==> config.mk <==
export PLATFORM = sky130hd
export DESIGN_NAME = rvm_shifter
export DESIGN_NICKNAME = d
export VERILOG_FILES = /design/src/rtl/rvm_shifter.sv
export SDC_FILE = /design/constraint.sdc
export NUM_CORES = 1
export LEC_CHECK = 0
export ABC_AREA = 0
export CORE_ASPECT_RATIO = 0.9
export CORE_MARGIN = 4
export CORE_UTILIZATION = 52
export DETAILED_ROUTE_END_ITERATION = 10
export GPL_ROUTABILITY_DRIVEN = 0
export PLACE_DENSITY = 0.86
export SLEW_MARGIN = 20
export SYNTH_ARGS = -nofsm -noshare
export SYNTH_HDL_FRONTEND = slang
export SYNTH_SLANG_ARGS = --single-unit
==> constraint.sdc <==
create_clock -name clk -period 3.15 [get_ports clk]
set_clock_uncertainty 0.1 [all_clocks]
set_input_delay 0.4725 -clock clk [delete_from_list [all_inputs] [get_ports clk]]
set_output_delay 0.4725 -clock clk [all_outputs]
set_load 0.01 [all_outputs]
==> src/rtl/rvm_shifter.sv <==
// rvm_shifter: multi-cycle 32-bit SLL/SRL/SRA unit with req/ready issue and valid/ack result handshakes.
// Define RVM_SHIFTER_FAST_EN to step by 4 bit positions per cycle while at least 4 remain.
module rvm_shifter (
  input  logic        clk,
  input  logic        resetn,
  input  logic        req,
  input  logic [1:0]  op,
  input  logic [31:0] lhs,
  input  logic [4:0]  shamt,
  output logic        ready,
  output logic        valid,
  output logic [31:0] result,
  input  logic        ack
);
  localparam logic [1:0] IDLE  = 2'd0;
  localparam logic [1:0] SHIFT = 2'd1;
  localparam logic [1:0] DONE  = 2'd2;
  localparam logic [1:0] OP_SLL = 2'b01;
  localparam logic [1:0] OP_SRA = 2'b11;
  logic [1:0]  state_q, state_d, op_q, op_d;
  logic [31:0] acc_q, acc_d, shifted;
  logic [4:0]  cnt_q, cnt_d, step;
`ifdef RVM_SHIFTER_FAST_EN
  assign step = (cnt_q >= 5'd4) ? 5'd4 : 5'd1;
`else
  assign step = 5'd1;
`endif
  assign shifted = (op_q == OP_SLL) ? acc_q << step :
                   (op_q == OP_SRA) ? $unsigned($signed(acc_q) >>> step) :
                                      acc_q >> step;
  always_comb begin
    state_d = state_q;
    acc_d   = acc_q;
    cnt_d   = cnt_q;
    op_d    = op_q;
    if (state_q == IDLE && req && op != 2'b00) begin
      acc_d   = lhs;
      cnt_d   = shamt;
      op_d    = op;
      state_d = (shamt == 5'd0) ? DONE : SHIFT;
    end else if (state_q == SHIFT) begin
      acc_d   = shifted;
      cnt_d   = cnt_q - step;
      state_d = (cnt_q == step) ? DONE : SHIFT;
    end else if (state_q == DONE && ack) begin
      state_d = IDLE;
    end else if (state_q == 2'd3) begin
      state_d = IDLE;
    end
  end
  always_ff @(posedge clk or negedge resetn) begin
    if (!resetn) begin
      state_q <= IDLE;
      acc_q   <= '0;
      cnt_q   <= '0;
      op_q    <= '0;
    end else begin
      state_q <= state_d;
      acc_q   <= acc_d;
      cnt_q   <= cnt_d;
      op_q    <= op_d;
    end
  end
  assign ready  = (state_q == IDLE);
  assign valid  = (state_q == DONE);
  // Zero-gated so the result can be OR-combined onto a shared bus
  assign result = valid ? acc_q : 32'd0;
endmodule

# Word level (Yosys, flattened, before mapping)
# Cells that the tools add are included.
classes:
  n_mux: 13
  n_reduce_logical: 9
  eq_ne: 7
  add_sub_neg: 1
op_table:
  columns: ["op", "count"]
  rows:
  - ["32-bit 2-to-1 mux", 5]
  - ["2-bit 2-to-1 mux", 6]
  - ["5-bit 2-to-1 mux", 2]
  - ["2-bit equality test (second input constant)", 3]
  - ["5-bit by 1-bit equality test with 1-bit output (second input constant)", 1]
  - ["5-bit zero test", 1]
  - ["5-bit by 1-bit subtractor with 5-bit output (second input constant)", 1]
  - ["2-bit by 1-bit equality test with 1-bit output (second input constant)", 2]
  - ["2-bit nonzero test", 2]
  - ["4-bit nonzero test", 1]
  - ["1-bit logical AND", 3]
  - ["3-bit by 2-bit != test with 1-bit output (second input constant)", 1]
  - ["2-bit zero test", 1]
  - ["2-bit AND reduction", 1]
word_totals:
  in_bits: 43
  elab_cells: 35
  output_inout_bits: 34
  regBits: 41

# Depth between registers and ports, before layout
logic_depth:
  ltp_word: 5
  ltp_mapped: 6
  ltp_nobuf: 5

# Least setup slack after synthesis
# Ideal clock, no wire load.
synth_path:
  path_kind: "reg-to-output"
  startpoint: "register state_q[0]"
  endpoint: "output port result[20]"
  t_arrival_ns: 1.175
  path_buffers: 1
  slack_ns: 1.403
  required_ns: 2.577
  stages_incl_launch_ff: 4
  cell_sequence: "dfrtp_1 -> nor2b_1 -> clkbuf_1 -> and2_1"
synth_via:
  elab_chain_cells: 2
synth_lines:
  columns: ["item", "line_no", "text"]
  rows:
  - ["from (decl)", "20", "logic [1:0] state_q, state_d, op_q, op_d;"]
  - ["from (signal assigned)", "58", "state_q <= state_d;"]
  - ["2-bit equality test", "65", "assign valid = (state_q == DONE);"]
  - ["via valid", "11", "output logic valid,"]
  - ["32-bit 2-to-1 mux", "67", "assign result = valid ? acc_q : 32'd0;"]
  - ["to (decl)", "12", "output logic [31:0] result,"]
# The timed path passes the listed nets, and every way through them passes these cells.

# Worst setup path after layout
layout_path:
  startpoint: "register state_q[1]"
  endpoint: "output port result[21]"
layout_via:
  elab_chain_cells: 2
layout_lines:
  columns: ["item", "line_no"]
  rows:
  - ["2-bit equality test", "65"]
  - ["32-bit 2-to-1 mux", "67"]
# No other way between the ends.

==> flow_metrics.py <==
metrics = {
    "synthesis": {
        "synth_edf_count": 0,
        "synth_cells": 275,
        "synth_xor_area_frac": 0,
        "yosys_warnings": 0,
        "ys_seq_elements": 41,
        "async_reset_ff_frac": 1.00,
        "syn_nets": 320,
        "synth_top_family_by_area": "compound AO/OA/AOI/OAI gates",
        "synth_area_per_cell_sq_um": 9.70,
        "ys_seq_area_frac": 0.385,
        "synthAdderAreaFrac": 0.00938,
        "dominantRegCellSynth": "dfrtp_1",
        "synth-compound-area-share": 0.251,
        "synthesis.area_sq_mm": 0.00267,
        "synthSimpleGateAreaFrac": 0.216,
        "synth_cell_types": 38,
        "synthMuxAreaShare": 0.0685,
    },
    "detailed_routing": {
        "routed_wl_mm": 7.84,
        "viasPerCell": 6.25,
        "remaining_drc_errors": 0,
        "drtIter0Drc": 190,
        "wl_per_cell_microns": 19.4,
        "via_count": 2518,
        "ant_nets": 0,
        "firstDrtPassIters": 5,
    },
    "critical_path": {
        "r2r_start": "state_q[0]$_DFFE_PN0P_",
        "cp.required_ns": 2.58,
        "critPathMaxFanout": 19,
        "setup.worst_path.class": "flip-flop to output port",
        "r2r-end": "cnt_q[1]$_DFFE_PN0P_",
        "startpoint_type": "flip-flop",
        "cp.arrival_ns": 2.22,
        "end_kind": "output port",
        "rr_worst_depth": 4,
        "r2r_slack_ns": 1.10,
    },
    "finish": {
        "nets": 382,
        "final_cells": 403,
        "drive_gt1_frac": 0.0740,
        "area_growth_pct": 33.0,
        "fill_cells": 380,
        "antennaDiodeCount": 0,
    },
    "sta": {
        "fin_setup_tns_ns": 0,
        "tightest_slew_ns": 0.949,
        "rsz0062_at_grt": "no",
        "fmax_mhz": 358,
        "fin_crit_ns": 2.79,
        "post-route-period-util": 0.886,
        "maxSlewViolCount": 0,
        "finalHoldViolCount": 0,
        "setup_ws_ns": 0.359,
        "slew_headroom": 0.368,
        "setup_viol": 0,
    },
    "clock_network": {
        "cts_setup_buffers": 0,
        "ctsRootBufferMaster": "clkbuf_8",
        "clock_latency_ns": 0.30,
        "cts_resized": 0,
        "path_clk_slew_ns": 0.09,
        "cts_buffer_depth": 2,
        "cts.sinks": 41,
        "cts_tree": "done",
        "htree_num_levels": 2,
        "cts_hold_buf": 0,
        "cts_buffers": 5,
    },
    "job": {
        "maxCapViolations": 0,
    },
    "grt": {
        "antenna_found_initial": 0,
        "track_usage": 0.242,
        "grt_first_pass_wirelength_mm": 12.8,
        "grt_pass1_vias": 2523,
        "grt_max_degree": 52,
        "grt_overflow": 0,
    },
    "placed_design": {
        "dpl.cell_count": 395,
        "pre_cts_ws_ns": 0.696,
        "port_buffers": 76,
        "dp_hpwl_mm": 5.26,
    },
    "pwr": {
        "p_comb_frac": 0.440,
        "p_int_mw": 1.74,
        "power.clock.fraction": 0.175,
        "switchingPower_mw": 1.21,
        "peakVddDrop_mv": 0.484,
        "p_leak_nw": 1.43,
        "swShare": 0.410,
        "seqPwrFrac": 0.385,
        "power_density_mw_per_mm2": 830,
    },
    "die": {
        "num_rows": 24,
        "io_pins": 77,
        "core_sq_mm": 0.00489,
        "die_h_microns": 75.9,
        "dieArea_sq_mm": 0.00634,
        "start_util": 0.545,
        "die-width_microns": 83.5,
    },
    "outcome": {
        "status": "completed",
    },
    "hold_path": {
        "hold_class": "input port to async pin",
    },
}
[per-stage QoR]
stage                      util  hold WS [ns]  area [sq um]  power (mW)
after floorplan               -        0.0769          2670        2.05
after global placement    0.697         0.402          3410        2.34
after detailed placement  0.697         0.422          3410        2.41
after CTS                 0.725         0.235          3550        2.93
after global routing      0.725         0.288          3550        3.13
final                     0.725         0.209          3550        2.94
[worst max-delay path by stage]
stage	startpoint	end	slack [ns]	depth (start not counted)
finish	state_q[1]$_DFFE_PN0P_	result[21]	0.36	4
global route	state_q[1]$_DFFE_PN0P_	result[15]	0.19	4
global placement	state_q[0]$_DFFE_PN0P_	result[31]	0.77	4
floorplan	state_q[0]$_DFFE_PN0P_	result[20]	1.40	3
detailed placement	state_q[0]$_DFFE_PN0P_	result[15]	0.70	4
CTS	state_q[1]$_DFFE_PN0P_	result[15]	0.35	4
[metal layers]
metal / GRT usage / vias to the layer above / share of wire
li1: - / 1180 / -
met1: 0.326 / 1223 / 0.42
met2: 0.405 / 105 / 0.51
met3: 0.0456 / 10 / 0.067
met4: 0.0595 / 0 / 0.010
met5: 0 / - / 0
[logic make-up (layout without fill, tap and decap cells)]
kind of cell / Yosys count / after routing
mux: 18 / 18
compound gates: 90 / 90
simple gates: 89 / 89
buf+inv: 35 / 98
fa+ha+maj: 2 / 2
flops: 41 / 41
[area by class of cell]
class | count | area, sq um | share of cell area
Clock buffer | 5 | 68.8 | 0.0194
Inverter | 5 | 18.8 | 0.00529
Sequential cell | 41 | 1030 | 0.289
Timing Repair Buffer | 85 | 823 | 0.232
Multi-Input combinational cell | 199 | 1460 | 0.413
Tap cell | 65 | 81.3 | 0.0229
Clock inverter | 3 | 65.1 | 0.0183
[placed cells by master, fill, tap and decap left out, types with 2 or more instances in the layout]
| master | Yosys | layout |
|---|---|---|
| a211oi_1 | 14 | 14 |
| dfrtp_1 | 41 | 41 |
| nor4b_1 | 2 | 2 |
| bufinv_16 | 0 | 2 |
| o211ai_1 | 34 | 34 |
| and2_1 | 33 | 33 |
| clkdlybuf4s50_1 | 0 | 75 |
| nor3_1 | 4 | 4 |
| clkbuf_8 | 0 | 5 |
| inv_1 | 5 | 5 |
| o2bb2ai_1 | 14 | 14 |
| nand3_1 | 18 | 18 |
| o22ai_1 | 14 | 14 |
| o31ai_1 | 2 | 2 |
| or4_1 | 2 | 2 |
| ha_1 | 2 | 2 |
| and3b_1 | 14 | 14 |
| mux2_2 | 2 | 2 |
| buf_4 | 5 | 9 |
| mux2i_1 | 16 | 16 |
| a31oi_1 | 5 | 5 |
| nand2_1 | 5 | 5 |
[registers in the layout, indices dropped and copies added (netlist names)]
signal and cells:
acc_q 32, cnt_q 5, op_q 2, state_q 2
[worst max-delay path, cell delays in order, from the launching register on]
cell and delay (ns):
dfrtp_1 0.44, nor2b_2 0.46, buf_4 0.31, and2_1 0.16, clkdlybuf4s50_1 0.55
[power groups by stage]
stage | clock (mW) | combinational [mW] | sequential, mW
after floorplan | 0 | 1.06 | 0.993
after global placement | 0 | 1.22 | 1.12
after detailed placement | 0 | 1.28 | 1.13
after CTS | 0.515 | 1.29 | 1.13
after global routing | 0.541 | 1.42 | 1.17
final | 0.516 | 1.30 | 1.13
[Yosys cell counts, drive strengths merged (4+ instances only)]
| cell type | instances | area share |
|---|---|---|
| dfrtp | 41 | 0.38 |
| o211ai | 34 | 0.096 |
| and2 | 33 | 0.077 |
| buf | 19 | 0.047 |
| nand3 | 18 | 0.034 |
| mux2i | 16 | 0.060 |
| a211oi | 14 | 0.039 |
| and3b | 14 | 0.046 |
| o22ai | 14 | 0.033 |
| o2bb2ai | 14 | 0.046 |
| clkbuf | 11 | 0.015 |
| a31oi | 5 | 0.012 |
| inv | 5 | 0.0070 |
| nand2 | 5 | 0.0070 |
| nor3 | 4 | 0.0075 |
Power figures use the tool's default switching activity.
==> edit: new RTL, config.mk and constraints unchanged <==
Reset style: synchronous (`resetn`), changed in one clocked block.
--- a/src/rtl/rvm_shifter.sv
+++ b/src/rtl/rvm_shifter.sv
@@ -48,7 +48,7 @@
       state_d = IDLE;
     end
   end
-  always_ff @(posedge clk or negedge resetn) begin
+  always_ff @(posedge clk) begin
     if (!resetn) begin
       state_q <= IDLE;
       acc_q   <= '0;
Check against the original RTL: differs if resetn is asserted again (counterexample within 4 cycles, from zero or initial values and one cycle with resetn low); with resetn held inactive, the same outputs for 10 cycles.
==> edit against the unedited design <==
- sequential cell count stayed put
- non-clock buffer count unchanged
- synthesized area decreased by 4.3%
- cell area fell by 3.8%
- routed wire length fell by 0.63%
- via count rose by 14%
- worst setup slack got worse by 94 ps
- critical path type unchanged
Power is not compared: it rests on default switching activity, and its combinational part moved more than twofold at a synthesized area within 25%.
==> edit: results (changes against the unedited design) <==
[outcome]
status=finished clean  ; unchanged

[routing]
routedWlPerCell_um=16.57  ; was 19.45 um
drt_iter0_drc=301  ; was 190
route.met3.wl_um=691  ; was 527 um
vias=2867  ; was 2,518
wl_met1_mm=3.261  ; was 3.264 mm

[grt]
grt_first_pass_wirelength_mm=12.64  ; was 12.81 mm
grt_use_total_pct=26.22  ; was 24.23%
grt_pass1_vias=2841  ; was 2,523

[worst_setup_path]
endpoint=result[31]  ; was result[21]
critPathMaxStageDelay_ps=580  ; was 550 ps
critPathLaunch=state_q[1]  ; unchanged
r2r_slack_ps=750  ; was 1100 ps

[synth]
avgSynthCellArea_um2=7.338  ; was 9.700 um2
async_flop_share_pct=0  ; was 100.0%
synth_nets=393  ; was 320
ys_types=33  ; was 38
yosysSeqAreaShare_pct=32.14  ; was 38.46%
yosys-top-cells-area=dfxtp_1, o221ai_1, nand3b_1, o211ai_1, a21oi_1  ; was dfrtp_1, o211ai_1, and2_1, mux2i_1, and3b_1

[placement]
place_ws_ps=652.3  ; was 695.8 ps
dp_hpwl_mm=5.001  ; was 5.264 mm
dp.cells=462  ; was 395

[sta]
finalCriticalPeriod_ps=2886  ; was 2791 ps
slew_headroom_pct=33.23  ; was 36.76%

[finish]
finalNonFillerCells=470  ; was 403
clk_share_pct=2.421  ; was 3.774%
area_share_nonclk_buffers_pct=24.28  ; was 23.21%
nFillCells=376  ; was 380
sh_seq_area_pct=24.06  ; was 28.92%

[cts]
clk_pin_slew_worst_paths_ps=70  ; was 90 ps

edit: cells by family (layout without fill, tap and decap cells):
group,after synthesis,in the layout,synth area share [%]
AND/OR/NAND/NOR,121,121,24.01
AO/OA/AOI/OAI,115,115,31.55
buffers and inverters,69,129,11.32
flip-flops,41,41,32.14
adder cells (fa/ha/maj),2,2,0.9798
edit: per-stage QoR:
step | instance area, um2 | hold WS (ps) | util, %
after detailed placement | 3328 | 365.3 | 72.28
after CTS | 3411 | 376.0 | 74.08
after global placement | 3323 | 358.7 | 72.17
final | 3411 | 374.2 | 74.08
after global routing | 3411 | 392.5 | 74.08
after floorplan | 2554 | 349.4 | -
edit: where the power goes:
group          leakage, uW  switching [uW]  internal (uW)
Clock            0.0000450             185            154
Sequential        0.000336            43.4            574
Combinational     0.000700             248            187
Total              0.00108             477            914
edit: layer usage:
metal | GRT usage [%] | vias to the layer above
met2 | 44.75 | 150
met1 | 32.94 | 1343
met5 | 0 | -
met3 | 5.690 | 9
li1 | - | 1365
met4 | 8.487 | 0
